===== src/rtl/wb_arbiter_if.sv =====
// Write-back arbiter bus: pipeline write, long-latency result handshake,
// hazard lookup and the registered regfile write port.
interface wb_arbiter_if #(
  parameter int DATA_W     = 32,
  parameter int ADDR_W     = 5,
  parameter int FIFO_DEPTH = 4
);
  localparam int CW = $clog2(FIFO_DEPTH) + 1;

  logic              pipe_we;
  logic [ADDR_W-1:0] pipe_waddr;
  logic [DATA_W-1:0] pipe_wdata;
  logic              lu_valid;
  logic              lu_ready;
  logic [ADDR_W-1:0] lu_waddr;
  logic [DATA_W-1:0] lu_wdata;
  logic [ADDR_W-1:0] lk_addr;
  logic              lk_hit;
  logic              we;
  logic [ADDR_W-1:0] waddr;
  logic [DATA_W-1:0] wdata;
  logic              stall_req;
  logic [CW-1:0]     fifo_cnt;

  modport master (
    output pipe_we, pipe_waddr, pipe_wdata, lu_valid, lu_waddr, lu_wdata, lk_addr,
    input  lu_ready, lk_hit, we, waddr, wdata, stall_req, fifo_cnt
  );

  modport slave (
    input  pipe_we, pipe_waddr, pipe_wdata, lu_valid, lu_waddr, lu_wdata, lk_addr,
    output lu_ready, lk_hit, we, waddr, wdata, stall_req, fifo_cnt
  );
endinterface


===== src/rtl/wb_arbiter.sv =====
// Write-back arbiter: pipeline writes win, long-latency results queue in a FIFO
// and drain on idle cycles. Optional starvation guard: WB_STARVE_GUARD_EN.
module wb_arbiter #(
  parameter int DATA_W       = 32,
  parameter int ADDR_W       = 5,
  parameter int FIFO_DEPTH   = 4,
  parameter int STARVE_LIMIT = 8
) (
  input  logic        clk,
  input  logic        rst,
  wb_arbiter_if.slave bus
);
  localparam int PW = $clog2(FIFO_DEPTH);
  localparam int CW = PW + 1;

  if (FIFO_DEPTH < 2 || (FIFO_DEPTH & (FIFO_DEPTH - 1)) != 0 || STARVE_LIMIT < 1) begin : g_param_chk
    $error("wb_arbiter: FIFO_DEPTH must be a power of two >= 2 and STARVE_LIMIT >= 1");
  end

  logic [ADDR_W-1:0] r_mem_addr [FIFO_DEPTH];
  logic [DATA_W-1:0] r_mem_data [FIFO_DEPTH];
  logic [PW-1:0]     r_rd, r_wr;
  logic [CW-1:0]     r_cnt;
  logic              r_we;
  logic [ADDR_W-1:0] r_waddr;
  logic [DATA_W-1:0] r_wdata;

  logic w_full, w_pipe_sel, w_pop, w_ready, w_push, w_lk_hit, w_starved;

  assign w_full     = (r_cnt == CW'(FIFO_DEPTH));
  assign w_pipe_sel = bus.pipe_we && (bus.pipe_waddr != '0);
  assign w_pop      = !w_pipe_sel && (r_cnt != '0);
  assign w_ready    = !w_full;
  // x0 results complete the handshake but never occupy an entry
  assign w_push     = bus.lu_valid && w_ready && (bus.lu_waddr != '0);

  always_ff @(posedge clk) begin
    if (w_push) begin
      r_mem_addr[r_wr] <= bus.lu_waddr;
      r_mem_data[r_wr] <= bus.lu_wdata;
    end
  end

  always_ff @(posedge clk) begin
    if (rst) begin
      r_rd  <= '0;
      r_wr  <= '0;
      r_cnt <= '0;
    end else begin
      if (w_push) r_wr <= r_wr + 1'b1;
      if (w_pop)  r_rd <= r_rd + 1'b1;
      r_cnt <= r_cnt + CW'(w_push) - CW'(w_pop);
    end
  end

  always_ff @(posedge clk) begin
    if (rst) begin
      r_we    <= 1'b0;
      r_waddr <= '0;
      r_wdata <= '0;
    end else if (w_pipe_sel) begin
      r_we    <= 1'b1;
      r_waddr <= bus.pipe_waddr;
      r_wdata <= bus.pipe_wdata;
    end else if (w_pop) begin
      r_we    <= 1'b1;
      r_waddr <= r_mem_addr[r_rd];
      r_wdata <= r_mem_data[r_rd];
    end else begin
      r_we    <= 1'b0;
    end
  end

  // An entry is live when its distance from the read pointer is below the count
  always_comb begin
    w_lk_hit = 1'b0;
    for (int i = 0; i < FIFO_DEPTH; i++) begin
      if (({1'b0, PW'(i) - r_rd} < r_cnt) && (r_mem_addr[i] == bus.lk_addr))
        w_lk_hit = 1'b1;
    end
    if (bus.lk_addr == '0) w_lk_hit = 1'b0;
  end

`ifdef WB_STARVE_GUARD_EN
  localparam int SW = $clog2(STARVE_LIMIT + 1);
  logic [SW-1:0] r_starve;

  always_ff @(posedge clk) begin
    if (rst || w_pop || (r_cnt == '0))
      r_starve <= '0;
    else if (r_starve != SW'(STARVE_LIMIT))
      r_starve <= r_starve + 1'b1;
  end

  assign w_starved = (r_starve == SW'(STARVE_LIMIT));
`else
  assign w_starved = 1'b0;
`endif

  // Outputs are forced quiet for the whole reset window, not just after the first edge
  assign bus.lu_ready  = !rst && w_ready;
  assign bus.lk_hit    = !rst && w_lk_hit;
  assign bus.stall_req = !rst && (w_full || w_starved);
  assign bus.fifo_cnt  = rst ? '0 : r_cnt;
  assign bus.we        = !rst && r_we;
  assign bus.waddr     = rst ? '0 : r_waddr;
  assign bus.wdata     = rst ? '0 : r_wdata;
endmodule


===== src/flat_wrapper.sv =====
// flat-port wrapper written by rule: the top's interface ports become plain ports
module wb_arbiter_flat 
#(
  parameter int DATA_W       = 32,
  parameter int ADDR_W       = 5,
  parameter int FIFO_DEPTH   = 4,
  parameter int STARVE_LIMIT = 8
)
  (clk, rst, bus_pipe_we, bus_pipe_waddr, bus_pipe_wdata, bus_lu_valid, bus_lu_waddr, bus_lu_wdata, bus_lk_addr, bus_lu_ready, bus_lk_hit, bus_we, bus_waddr, bus_wdata, bus_stall_req, bus_fifo_cnt);
  wb_arbiter_if #(.DATA_W(DATA_W), .ADDR_W(ADDR_W), .FIFO_DEPTH(FIFO_DEPTH)) bus_i ();
  input  logic clk;
  input  logic rst;
  input wire logic [$bits(bus_i.pipe_we)-1:0] bus_pipe_we;
  input wire logic [$bits(bus_i.pipe_waddr)-1:0] bus_pipe_waddr;
  input wire logic [$bits(bus_i.pipe_wdata)-1:0] bus_pipe_wdata;
  input wire logic [$bits(bus_i.lu_valid)-1:0] bus_lu_valid;
  input wire logic [$bits(bus_i.lu_waddr)-1:0] bus_lu_waddr;
  input wire logic [$bits(bus_i.lu_wdata)-1:0] bus_lu_wdata;
  input wire logic [$bits(bus_i.lk_addr)-1:0] bus_lk_addr;
  output wire logic [$bits(bus_i.lu_ready)-1:0] bus_lu_ready;
  output wire logic [$bits(bus_i.lk_hit)-1:0] bus_lk_hit;
  output wire logic [$bits(bus_i.we)-1:0] bus_we;
  output wire logic [$bits(bus_i.waddr)-1:0] bus_waddr;
  output wire logic [$bits(bus_i.wdata)-1:0] bus_wdata;
  output wire logic [$bits(bus_i.stall_req)-1:0] bus_stall_req;
  output wire logic [$bits(bus_i.fifo_cnt)-1:0] bus_fifo_cnt;
  assign bus_i.pipe_we = bus_pipe_we;
  assign bus_i.pipe_waddr = bus_pipe_waddr;
  assign bus_i.pipe_wdata = bus_pipe_wdata;
  assign bus_i.lu_valid = bus_lu_valid;
  assign bus_i.lu_waddr = bus_lu_waddr;
  assign bus_i.lu_wdata = bus_lu_wdata;
  assign bus_i.lk_addr = bus_lk_addr;
  assign bus_lu_ready = bus_i.lu_ready;
  assign bus_lk_hit = bus_i.lk_hit;
  assign bus_we = bus_i.we;
  assign bus_waddr = bus_i.waddr;
  assign bus_wdata = bus_i.wdata;
  assign bus_stall_req = bus_i.stall_req;
  assign bus_fifo_cnt = bus_i.fifo_cnt;
  wb_arbiter #(.DATA_W(DATA_W), .ADDR_W(ADDR_W), .FIFO_DEPTH(FIFO_DEPTH), .STARVE_LIMIT(STARVE_LIMIT)) u_core (.clk(clk), .rst(rst), .bus(bus_i));
endmodule

===== config.mk =====
export PLATFORM = sky130hd
export DESIGN_NAME = wb_arbiter_flat
export DESIGN_NICKNAME = d
export VERILOG_FILES = /design/src/rtl/wb_arbiter_if.sv /design/src/rtl/wb_arbiter.sv /design/src/flat_wrapper.sv
export SDC_FILE = /design/constraint.sdc
export NUM_CORES = 1
export LEC_CHECK = 0
export BUFFER_PORTS_ARGS = -buffer_cell sky130_fd_sc_hd__clkbuf_2
export CAP_MARGIN = 20
export CORE_ASPECT_RATIO = 1.5
export CORE_MARGIN = 1.5
export CORE_UTILIZATION = 39
export CTS_CLUSTER_DIAMETER = 50
export DETAILED_ROUTE_END_ITERATION = 10
export RECOVER_POWER = 100
export SYNTH_ARGS = -nofsm -noshare
export SYNTH_HDL_FRONTEND = slang
export SYNTH_SLANG_ARGS = --single-unit

===== constraint.sdc =====
create_clock -name clk -period 2.2 [get_ports clk]
set_input_delay 0.33 -clock clk [delete_from_list [all_inputs] [get_ports clk]]
set_output_delay 0.33 -clock clk [all_outputs]
set_load 0.01 [all_outputs]

==> reports/results.tsv, run 1 <==
stage	metric	value	unit
clock_tree	htree_num_levels	4	
setup_path	reg2regPathDepth	7	
detailed_routing	drt-pass1-iter-count	4	
clock_tree	cts_tree	built	
global_route	grt_max_degree	72	
cells_and_area	nets	783	
timing	finClkSkew	0.0126	ns
power	ir_worst_vdd	0.527	mV
power	p_per_area	1110	nW/um^2
setup_path	required	1.87	ns
power	finalPower	0.0109	W
timing	hold_viol_final	0	
detailed_routing	ant_nets	0	
hold_path	min_path_cells	3	
detailed_routing	wirelength	17.6	mm
global_route	grt_pass1_wl	27.0	mm
synthesis	synth_seq_area_share	66.7	%
timing	setup_slack	-0.290	ns
floorplanning	ios	127	
cells_and_area	synthToLayoutAreaGrowth	21.8	%
place	dpl.hpwl	12.1	mm
global_route	grt_pass1_vias	5133	
cells_and_area	nFillCells	1839	
clock_tree	numCtsBuffers	17	
place	gp_congestion	0.776	
clock_tree	cts_num_sinks	195	
detailed_routing	routedWlPerCell	18.2	um
clock_tree	cts.clk_slew.worst_paths	0.07	ns
detailed_routing	vias	4892	
setup_path	cp-start-kind	flop	
detailed_routing	viasPerCell	5.06	
cells_and_area	final_cell_mix	148 x edfxtp_1, 80 x clkbuf_1, 75 x nand2_1	
setup_path	crit_type	reg2out	
floorplanning	die_w	121	um
cells_and_area	layout-drive-gt1-share	24.5	%
global_route	track_usage	16.7	%
timing	setup_viol	145	
synthesis	ys_seq_elements	195	
synthesis	synth.net_count	641	
setup_path	path_max_fanout	2	
clock_tree	holdBufCountCts	0	
place	placedCellCount	933	
synthesis	synthCells	547	
floorplanning	die_height	179	um
timing	rsz0062_at_grt	true	
floorplanning	dieArea	21600	sq um
clock_tree	cts_root_buf	clkbuf_16	
cells_and_area	utilization	48.4	%
run	drv_cap	0	
detailed_routing	drt_iter0_markers	200	
floorplanning	initial_utilization	39.7	%
outcome	status	finished, violations left	
cells_and_area	final_cells	967	
clock_tree	clock_path_buffers	2	
synthesis	avgSynthCellArea	14.8	sq um
global_route	antenna_found_initial	0	
cells_and_area	final_common_cell	edfxtp_1	
timing	timing.fmax	402	MHz
floorplanning	core_area	20300	sq um
global_route	grt.overflow.total	0	
clock_tree	worstSkewPairLatency	0.43	ns
synthesis	synth_ff_type	edfxtp_1	
synthesis	syn_area	8080	sq um
detailed_routing	drcViolationCount	0	
setup_path	setup.worst_path.end_class	output port	
timing	tightest_slew	0.886	ns
timing	min_period_over_period	113	%
synthesis	async_flop_share	0	%
setup_path	arrival	2.16	ns
floorplanning	rows	64	
hold_path	hp-class	in2reg	
synthesis	yosys_warnings	0	
synthesis	synth_cell_types	35	
power	cellLeakagePower	3.36	nW
timing	post-route-min-period	2.49	ns
outcome	violations	setup timing	
place	io_buffers	126	
timing	finalMaxSlewViolations	0	
timing	relSlewSlack	40.9	%
synthesis	synth_edf_count	148	
[flip-flops by register name, summed over array words and instances (netlist names), named ones only]
| register | cells |
|---|---|
| u_core.r_we | 1 |
| u_core.r_wr | 2 |
| u_core.r_rd | 2 |
| u_core.r_waddr | 5 |
| u_core.r_mem_data | 128 |
| u_core.r_mem_addr | 20 |
| u_core.r_cnt | 3 |
| u_core.r_wdata | 32 |
[cell type report]
| type | instances | area (sq um) | area share (%) |
|---|---|---|---|
| diodes | 1 | 2.50 | 0.0254 |
| clock buffers | 17 | 425 | 4.33 |
| clock inverters | 15 | 191 | 1.95 |
| multi-input cells | 305 | 2540 | 25.9 |
| well taps | 264 | 330 | 3.36 |
| inverters | 9 | 33.8 | 0.344 |
| repair buffers | 161 | 916 | 9.31 |
| flip-flops and latches | 195 | 5390 | 54.8 |
[path summary, 6_finish.rpt]
| check | startpoint | to | slack [ns] |
|---|---|---|---|
| worst max-delay path | u_core.r_mem_addr[1][3] | bus_lk_hit | -0.29 |
| worst max register to register | u_core.r_cnt[1] | u_core.r_mem_data[3][23] | -0.08 |
| worst min register to register | u_core.r_waddr[2] | u_core.r_waddr[2] | 0.48 |
| worst min-delay path | bus_pipe_waddr[4] | u_core.r_waddr[4] | 0.15 |
[repair_timing]
item,in CTS,in global routing
resized for setup,10,6
setup buffers,2,0
pin swaps,6,3
endpoints found under the setup margin,1,2
[metrics by stage]
stage / hold WS (ns) / setup WS, ns / area (sq um) / TNS [ns]
floorplan: 0.429 / -0.144 / 8110 / -0.275
global placement: 0.465 / -0.103 / 9280 / -0.411
detailed placement: 0.468 / -0.178 / 9280 / -1.68
CTS: 0.0938 / -0.310 / 9950 / -0.310
global route: 0.148 / -0.371 / 9830 / -19.54
finish: 0.151 / -0.290 / 9830 / -5.55
[cells by family after synthesis]
| logic type | Yosys count | synth area share, % |
|---|---|---|
| AO/OA/AOI/OAI | 49 | 5.08 |
| multiplexers | 41 | 10.8 |
| AND/OR/NAND/NOR | 178 | 10.1 |
| buffers and inverters | 47 | 2.73 |
| flip-flops | 195 | 66.7 |
| XOR/XNOR | 26 | 2.82 |
| adder cells (fa/ha/maj) | 11 | 1.80 |
[synthesized netlist by cell type, drive strengths merged (2+ instances only)]
master / instances / area (sq um)
mux2i: 4 / 40.0
or4: 2 / 18.8
o21ai: 4 / 31.3
nor2b: 42 / 263
nor2: 46 / 173
mux4: 37 / 833
xnor2: 10 / 87.6
ha: 10 / 125
nand2: 75 / 282
a311oi: 35 / 307
clkbuf: 25 / 95.1
edfxtp: 148 / 4440
inv: 9 / 33.8
a21oi: 4 / 20.0
xor2: 16 / 140
and2: 5 / 31.3
a221oi: 3 / 26.3
dfxtp: 47 / 941
nor4: 3 / 18.8
buf: 13 / 91.3
[per-layer routing]
layer / vias up / part of all wire, % / track usage, %
met5: - / 0 / 0
met4: 0 / 1.9 / 6.72
met3: 17 / 4.2 / 3.40
met2: 108 / 56 / 31.4
met1: 2446 / 38 / 18.2
li1: 2321 / - / -
[critical path, stage by stage, from the launching register on]
cell and delay (ns):
edfxtp_1 0.43, xnor2_2 0.16, nand4_1 0.15, a2111oi_2 0.36
a21oi_1 0.10, a311oi_2 0.33, buf_2 0.19
[report_power, final]
group          internal, W  total (W)  switching [W]
clock              0.00182    0.00320        0.00138
combinational      0.00137    0.00299        0.00163
sequential         0.00448    0.00467       0.000191
total              0.00767     0.0109        0.00320
Power figures use the tool's default switching activity.
==> run 2, diff against run 1 <==
--- a/config.mk
+++ b/config.mk
@@ -7,11 +7,14 @@
 export LEC_CHECK = 0
 export BUFFER_PORTS_ARGS = -buffer_cell sky130_fd_sc_hd__clkbuf_2
 export CAP_MARGIN = 20
+export CELL_PAD_IN_SITES_DETAIL_PLACEMENT = 1
+export CELL_PAD_IN_SITES_GLOBAL_PLACEMENT = 1
 export CORE_ASPECT_RATIO = 1.5
 export CORE_MARGIN = 1.5
 export CORE_UTILIZATION = 39
 export CTS_CLUSTER_DIAMETER = 50
 export DETAILED_ROUTE_END_ITERATION = 10
+export PLACE_DENSITY_LB_ADDON = 0.1
 export RECOVER_POWER = 100
 export SYNTH_ARGS = -nofsm -noshare
 export SYNTH_HDL_FRONTEND = slang
==> run 2 against run 1 <==
Compared with the run above: the run still ends with setup timing left; sequential power hardly changed; count of clock-buffer cells in the layout grew 2; routed wire length increased by 9.5%; utilization decreased by 0.50 points; critical path type unchanged; largest cell class unchanged; highest routed layer unchanged.
==> reports/results.tsv, run 2 (synthesis gave the netlist of run 1 again) <==
stage	metric	value	unit	change
clock_tree	cts_tree	built		
timing	post-route-min-period	2.34	ns	-0.154 ns
timing	setup_slack	-0.136	ns	+0.154 ns
global_route	grt_max_degree	72		unchanged
cells_and_area	diodes	0		-1
hold_path	hp-start	bus_pipe_waddr[3]		
cells_and_area	top_register	u_core.r_mem_data		
clock_tree	numCtsBuffers	17		unchanged
timing	tns	-0.136	ns	+5.41 ns
outcome	violations	setup timing		
setup_path	path_buf_inv	1		unchanged
floorplanning	ios	127		unchanged
timing	setup_viol	1		-99%
place	io_buffers	126		unchanged
global_route	track_usage	18.7	%	+2.0 points
outcome	status	finished, violations left		
timing	rsz0062_at_grt	true		
cells_and_area	synthToLayoutAreaGrowth	20.5	%	
detailed_routing	wirelength	19.2	mm	+9.5%
setup_path	crit_type	reg2out		
cells_and_area	top_regs	u_core.r_mem_data (128), u_core.r_wdata (32), u_core.r_mem_addr (20)		
setup_path	required	1.87	ns	about the same
run	drv_cap	0		unchanged
setup_path	cp_slowest_stage_delay	0.37	ns	-0.06 ns
place	dpl.hpwl	12.8	mm	+5.0%
setup_path	cp-start-kind	flop		
cells_and_area	layout-drive-gt1-share	23.6	%	-0.95 points
power	p_per_area	1100	nW/um^2	-0.64%
detailed_routing	drcViolationCount	0		unchanged
clock_tree	htree_num_levels	4		unchanged
detailed_routing	vias	4939		+0.96%
timing	finClkSkew	0.0102	ns	-0.00237 ns
detailed_routing	drt_iter0_markers	224		+12%
timing	min_period_over_period	106	%	-7.0 points
cells_and_area	largest_reg_flops	128		unchanged
timing	relSlewSlack	45.3	%	+4.4 points
setup_path	crit_chain	xnor2_2, ha_1, a221oi_2, nand2_1, a311oi_1, buf_2		
clock_tree	cts_num_sinks	195		unchanged
detailed_routing	drt-pass1-iter-count	4		unchanged
floorplanning	die_height	179	um	unchanged
detailed_routing	routedWlPerCell	20.1	um	+11%
setup_path	setup.worst_path.end_class	output port		
timing	finalMaxSlewViolations	0		unchanged
setup_path	path_max_fanout	3		+1
timing	whs	0.143	ns	-0.00824 ns
clock_tree	cts.clk_slew.worst_paths	0.07	ns	about the same
floorplanning	core_area	20300	sq um	unchanged
detailed_routing	viasPerCell	5.17		+2.1%
global_route	grt.overflow.total	0		unchanged
clock_tree	cts_root_buf	clkbuf_16		
hold_path	hp-class	in2reg		
timing	timing.fmax	428	MHz	+6.6%
clock_tree	clock_path_buffers	2		unchanged
setup_path	cp_top_family	compound AO/OA/AOI/OAI gates		
power	cellLeakagePower	3.31	nW	-1.8%
timing	hold_viol_final	0		unchanged
cells_and_area	nets	773		-1.3%
clock_tree	holdBufCountCts	0		unchanged
detailed_routing	ant_nets	0		unchanged
global_route	grt_pass1_vias	5410		+5.4%
floorplanning	rows	64		unchanged
setup_path	worstReg2RegStart	u_core.r_cnt[1]		
cells_and_area	final_cell_mix	148 x edfxtp_1, 82 x clkbuf_1, 74 x nand2_1		
global_route	antenna_found_initial	0		unchanged
place	gp_congestion	0.775		-0.14%
cells_and_area	final_common_cell	edfxtp_1		
floorplanning	dieArea	21600	sq um	unchanged
power	ir_worst_vdd	0.606	mV	+15%
clock_tree	worstSkewPairLatency	0.43	ns	about the same
setup_path	crit_slowest_cell	dfxtp_4		
timing	tightest_slew	0.820	ns	-0.0660 ns
setup_path	cp-startpoint	u_core.r_rd[1]		
global_route	grt_pass1_wl	29.7	mm	+9.8%
setup_path	arrival	2.01	ns	-0.15 ns
floorplanning	die_w	121	um	unchanged
floorplanning	initial_utilization	39.7	%	unchanged
cells_and_area	nFillCells	2084		+13%
==> run 2: metal layers <==
layer	wire, um	vias to the layer above	track usage [%]
met5	0	-	0
met2	10500	99	35.1
met4	452	0	7.89
li1	-	2305	-
met3	585	26	3.59
met1	7670	2509	20.5
==> run 2: metrics by stage <==
step | total power [W] | util, % | setup WS (ns) | std cells | area, sq um
after floorplan | 0.00665 | - | -0.144 | 547 | 8110
after global placement | 0.00766 | 45.2 | -0.113 | 923 | 9190
after detailed placement | 0.00776 | 45.2 | -0.176 | 923 | 9190
after CTS | 0.0109 | 48.5 | -0.205 | 956 | 9860
after global routing | 0.0112 | 47.8 | -0.200 | 956 | 9730
final | 0.0107 | 47.8 | -0.136 | 956 | 9730
==> run 2: where the power goes <==
part           internal [W]  switching, W
registers           0.00449      0.000202
logic               0.00132       0.00165
clock network       0.00170       0.00133
total               0.00751       0.00318
==> run 2: worst min-delay path, delay by kind of cell <==
| kind | cells | cell delay, ns |
|---|---|---|
| buffers and inverters | 1 | 0.09 |
| AND/OR/NAND/NOR | 1 | 0.05 |
| AO/OA/AOI/OAI | 1 | 0.07 |
==> run 2: area by class of cell <==
cell class | instances | area, sq um | area share, %
multi-input combinational | 305 | 2560 | 26.3
sequential | 195 | 5400 | 55.5
clock buffer | 19 | 443 | 4.55
inverter | 9 | 38.8 | 0.399
tap | 264 | 330 | 3.39
timing repair buffer | 151 | 826 | 8.49
clock inverter | 13 | 135 | 1.39
==> run 2: final timing paths <==
kind                                           end  slack, ns  depth (start not counted)
worst max-delay path                    bus_lk_hit      -0.14                          6
worst min-delay path             u_core.r_waddr[3]       0.14                          3
worst max register to register     u_core.r_cnt[2]       0.01                         10
worst min register to register  u_core.r_wdata[15]       0.48                          2
==> run 2: repair_timing <==
action | CTS | global route
setup buffers | 1 | 0
resized for setup | 20 | 2
setup endpoints to repair | 1 | 3
pin swaps | 5 | 1
